File: src/rtl/pipeline_stall_ctrl.sv
// -----------------------------------------------------------------------------
// pipeline_stall_ctrl
//
// Central sequencer for the 5-stage pipeline register enables and flushes.
// Combines the load-use stall, I/D memory wait states and EX-stage redirects
// into per-stage load/flush controls. A redirect that arrives while the pipe is
// frozen is remembered and applied on the cycle the freeze lifts. Two
// saturating performance counters track stalled cycles and applied redirects.
//
// Ports
//   clk           in   system clock, rising edge
//   rst_n         in   asynchronous active-low reset
//   imem_read     in   IF has a fetch outstanding
//   imem_resp     in   instruction memory returns data this cycle
//   dmem_req      in   MEM stage holds a valid load/store
//   dmem_resp     in   data memory completes access this cycle
//   load_use      in   hazard-detection stall request
//   br_taken_ex   in   EX resolves a taken redirect (may be a 1-cycle pulse)
//   pc_load       out  PC register enable
//   if_id_load    out  IF/ID register enable
//   id_ex_load    out  ID/EX register enable
//   ex_mem_load   out  EX/MEM register enable
//   mem_wb_load   out  MEM/WB register enable
//   if_id_flush   out  bubble into IF/ID (meaningful with if_id_load=1)
//   id_ex_flush   out  bubble into ID/EX (meaningful with id_ex_load=1)
//   stall_cycles  out  cycles with pc_load=0 since reset (saturating)
//   flush_count   out  redirects applied since reset (saturating)
// -----------------------------------------------------------------------------
module pipeline_stall_ctrl #(
   parameter int unsigned CNT_W = 32
) (
   input  logic             clk,
   input  logic             rst_n,
   input  logic             imem_read,
   input  logic             imem_resp,
   input  logic             dmem_req,
   input  logic             dmem_resp,
   input  logic             load_use,
   input  logic             br_taken_ex,
   output logic             pc_load,
   output logic             if_id_load,
   output logic             id_ex_load,
   output logic             ex_mem_load,
   output logic             mem_wb_load,
   output logic             if_id_flush,
   output logic             id_ex_flush,
   output logic [CNT_W-1:0] stall_cycles,
   output logic [CNT_W-1:0] flush_count
);

   localparam logic [CNT_W-1:0] CntMax = '1;
   localparam logic [CNT_W-1:0] CntOne = {{(CNT_W-1){1'b0}}, 1'b1};

   typedef enum logic [1:0] {
      StRun    = 2'd0,
      StHold   = 2'd1,
      StHoldRd = 2'd2
   } state_e;

   state_e state_q, state_d;

   logic freeze;
   logic redirect;
   logic redirect_applied;

   logic [CNT_W-1:0] stall_q, stall_d;
   logic [CNT_W-1:0] flush_q, flush_d;

   assign freeze   = (imem_read & ~imem_resp) | (dmem_req & ~dmem_resp);
   assign redirect = (state_q == StHoldRd) | br_taken_ex;

   // A redirect only takes effect on an advancing (unfrozen) cycle.
   assign redirect_applied = rst_n & ~freeze & redirect;

   // State register
   always_ff @(posedge clk or negedge rst_n) begin
      if (!rst_n) begin
         state_q <= StRun;
      end else begin
         state_q <= state_d;
      end
   end

   // Next-state logic
   always_comb begin
      state_d = state_q;
      unique case (state_q)
         StRun, StHold: begin
            if (freeze) begin
               state_d = br_taken_ex ? StHoldRd : StHold;
            end else begin
               state_d = StRun;
            end
         end
         // EX is frozen, so further br_taken_ex is the same branch: ignore it.
         StHoldRd: begin
            state_d = freeze ? StHoldRd : StRun;
         end
         default: state_d = StRun;
      endcase
   end

   // Output logic (combinational, priority ordered)
   always_comb begin
      pc_load     = 1'b0;
      if_id_load  = 1'b0;
      id_ex_load  = 1'b0;
      ex_mem_load = 1'b0;
      mem_wb_load = 1'b0;
      if_id_flush = 1'b0;
      id_ex_flush = 1'b0;
      if (!rst_n || freeze) begin
         // everything held
      end else if (redirect) begin
         // Redirect outranks load_use: the stalled ID instruction is squashed anyway.
         pc_load     = 1'b1;
         if_id_load  = 1'b1;
         id_ex_load  = 1'b1;
         ex_mem_load = 1'b1;
         mem_wb_load = 1'b1;
         if_id_flush = 1'b1;
         id_ex_flush = 1'b1;
      end else if (load_use) begin
         id_ex_load  = 1'b1;
         id_ex_flush = 1'b1;
         ex_mem_load = 1'b1;
         mem_wb_load = 1'b1;
      end else begin
         pc_load     = 1'b1;
         if_id_load  = 1'b1;
         id_ex_load  = 1'b1;
         ex_mem_load = 1'b1;
         mem_wb_load = 1'b1;
      end
   end

   // Saturating performance counters
   always_comb begin
      stall_d = stall_q;
      flush_d = flush_q;
      if (!pc_load && (stall_q != CntMax)) begin
         stall_d = stall_q + CntOne;
      end
      if (redirect_applied && (flush_q != CntMax)) begin
         flush_d = flush_q + CntOne;
      end
   end

   always_ff @(posedge clk or negedge rst_n) begin
      if (!rst_n) begin
         stall_q <= '0;
         flush_q <= '0;
      end else begin
         stall_q <= stall_d;
         flush_q <= flush_d;
      end
   end

   assign stall_cycles = stall_q;
   assign flush_count  = flush_q;

endmodule
File: config.mk
export PLATFORM = sky130hd
export DESIGN_NAME = pipeline_stall_ctrl
export DESIGN_NICKNAME = d
export VERILOG_FILES = /design/src/rtl/pipeline_stall_ctrl.sv
export SDC_FILE = /design/constraint.sdc
export NUM_CORES = 1
export LEC_CHECK = 0
export BUFFER_PORTS_ARGS = -buffer_cell sky130_fd_sc_hd__buf_2
export CORE_MARGIN = 3
export CORE_UTILIZATION = 30
export CTS_CLUSTER_SIZE = 14
export DETAILED_ROUTE_END_ITERATION = 10
export PLACE_DENSITY = 0.47
export SETUP_SLACK_MARGIN = 0.05
export SYNTH_ARGS = -nofsm -noshare
export SYNTH_HDL_FRONTEND = slang
export SYNTH_SLANG_ARGS = --single-unit
File: constraint.sdc
create_clock -name clk -period 1.8 [get_ports clk]
set_input_delay 0.18 -clock clk [delete_from_list [all_inputs] [get_ports clk]]
set_output_delay 0.18 -clock clk [all_outputs]
set_load 0.02 [all_outputs]
==> flow_summary.ini <==
[hold_path]
worst_hold_path.num_cells = 2
worstHoldEndpoint = state_q[0]
timing.hold.worst.start = br_taken_ex
min_path_type = input pin to flip-flop

[clock_tree]
cts.clk_slew.worst_paths_ns = 0.07
insertion_delay_ns = 0.34
ctsLongestPathBuffers = 2
htree_levels = 3
cts_tree = built
clkSinkCount = 66
cts-root-buf = clkbuf_8
cts-buffers-inserted = 9

[critical_path]
cp.depth = 8
worst_path_max_delay_cell = dfrtp_1
timing.critical_path.from_type = flip-flop
worst_ep_required_time_ns = 2.03
worst_setup_path_end_kind = flip-flop
critPathArrivalTime_ns = 1.99
critical-path-top-delay-family = simple AND/OR/NAND/NOR gates
worst-r2r-cell-count = 8
timing.setup.critical_path_class = flip-flop to flip-flop
path_max_fanout = 7
crit-reg2reg-launch = state_q[0]
timing.critical_path.buf_inv = 3
slowest_delay_ns = 0.37
setup.reg_to_reg.worst_slack_ns = 0.04
reg_to_reg_critical_path_endpoint = flush_count[29]
path_cells = and2b_1 > o2111ai_2 > buf_12 > nor4_4 > buf_4 > buf_6 > nand4_1 > xnor2_1

[layout]
final-instance-count-excl-fill = 614
synthToLayoutAreaGrowth_pct = 47.1
fillCellCount = 1025
final_layout_size_suffix_gt1_share_pct = 48.5
final_nets = 483
final_cell_area_sq_um = 4910
antenna_cells = 0

[status]
outcome = completed

[die]
initial_utilization_pct = 31.6
die_height_um = 111
dieArea_sq_um = 12400
ioPinCount = 79
area_of_the_placeable_core_sq_um = 10600
site_rows = 37
die_width_um = 111

[drt]
route.detailed.drc = 0
dr_total_vias = 3009
drt-vias-per-instance = 4.90
first_iter_violations = 127
drtAntennaViolNets = 0
post_dr_wirelength_cell_um = 15.4
drt-pass1-iter-count = 4
drt-total-wl_mm = 9.44

[timing]
report.final.hold_viol_count = 0
fmax_ghz = 0.567
final.setup_skew_ns = 0.0114
final_max_slew_viol_count = 0
period_minus_slack_ns = 1.76
rsz0062_at_grt = true
final.period_utilization_pct = 98.0
timing_worst_slew_pin_value_ns = 0.831
relSlewSlack_pct = 44.6
setup_failing_eps_final = 0

[power_and_ir_drop]
peakVddDrop_uv = 635
static_leakage_power_nw = 2.30
p_per_area_nw_per_um2 = 845
power_w = 0.00415

[logic_synthesis]
ys_top_cells_by_area = dfrtp_1, xnor2_1, nand4_1
synth_ff_type = dfrtp_1
synth_cells = 314
ys_top_cells_by_count = dfrtp_1, xnor2_1, nand4_1
post-synth-top-area-cell = dfrtp_1
synth_top_area_share_pct = 49.5
ys_ff_latch = 66
synthDistinctLibCells = 43
yosys.cell_count.top_type = dfrtp_1
synth_enable_flop_cells = 0
synth_seq_area_share_pct = 49.5
synthesis.nets = 324
synth.cell_area_sq_um = 3330
synthesis.yosys.warnings = 0
synth-async-reset-ratio_pct = 100
synth.avg_cell_area_sq_um = 10.6

[placed_design]
gpl.final_weighted_congestion = 0.786
place.detailed.hpwl_mm = 6.74
postPlaceCellArea_sq_um = 4410
placement.io_buffers = 78
dpl.cell_count = 578

[global_routing]
maximum_number_of_pins_on_one_net_before_global_route_repair = 65
track_usage_pct = 14.9
grt-ovfl-total = 0
grt_first_pass_wirelength_mm = 15.2
antenna_violations_before_repair = 0
grt_pass1_vias = 2980

[flow_run]
max_cap_viol = 0
what timing repair did:
action	4_1_cts	5_1_grt
gates cloned	0	3
hold endpoints to repair	2	0
endpoints found under the setup margin	2	56
pin swaps	0	21
gates resized for setup	3	38
hold buffers	1	0
setup buffers	1	15
registers in the layout, indices dropped and copies added, names as in the netlist:
register,cells
stall_cycles,32
flush_count,32
state_q,2
power by group:
group | leakage, nW | switching, W | internal [W]
combinational | 1.35 | 0.000639 | 0.000511
clock | 0.0974 | 0.000547 | 0.000675
sequential | 0.851 | 0.000135 | 0.00164
stage by stage:
step | TNS [ns] | hold WS [ns] | utilization (%) | worst slack [ns]
2_1_floorplan | -0.0622 | -0.116 | - | -0.0451
3_3_place_gp | 0 | -0.00575 | 41.8 | 0.0924
3_5_place_dp | 0 | -0.00517 | 41.8 | 0.0796
4_1_cts | 0 | 0.0396 | 43.8 | 0.0660
5_1_grt | -0.227 | 0.0386 | 46.5 | -0.0419
6_report | 0 | 0.0572 | 46.5 | 0.0366
area by class of cell:
class	count	area, sq um	area share, %
multi-input combinational	233	1790	36.5
clock buffer	13	149	3.03
sequential	66	1690	34.4
tap	136	170	3.47
timing repair buffer	159	1050	21.4
clock inverter	3	40.0	0.816
inverter	4	15.0	0.306
placed cells by master (no fill, tap or decap), types with 2 or more instances in the layout:
cell and n:
a21oi_1 2, and2_1 6, and3_1 14, and3_4 2, and4_1 8, buf_2 76
buf_4 72, buf_6 9, clkbuf_1 3, clkbuf_8 10, clkinv_2 2, dfrtp_1 38
dfrtp_2 28, inv_1 3, nand2_1 17, nand2_2 2, nand2b_1 4, nand3_1 27
nand3_2 4, nand4_1 35, nor2_1 11, nor2_2 2, nor3_1 2, nor3_2 2
nor4_4 5, xnor2_1 55, xor2_1 4
layer usage:
layer,up-vias,wire (um),part of all wire (%),GRT usage [%]
met2,68,4260,45,22.8
met5,-,0,0,0
met4,0,88,0.93,3.65
li1,1467,-,-,-
met3,8,418,4.4,4.35
met1,1466,4670,49,20.9
worst max-delay path by stage:
stage / from / end / slack [ns]
after floorplan: stall_cycles[20] / stall_cycles[1] / -0.05
after global placement: stall_cycles[19] / stall_cycles[28] / 0.09
after detailed placement: flush_count[0] / flush_count[28] / 0.08
after CTS: flush_count[0] / flush_count[28] / 0.07
after global routing: state_q[0] / flush_count[9] / -0.04
final: state_q[0] / flush_count[29] / 0.04
cell families after synthesis:
family,Yosys count,share of synthesized area [%]
simple gates,154,27.4
buf+inv,15,2.21
flops,66,49.5
fa+ha+maj,2,0.750
xor+xnor,59,15.5
compound gates,16,3.90
mux,2,0.675
Note: power is estimated with default switching activity, not from simulation.
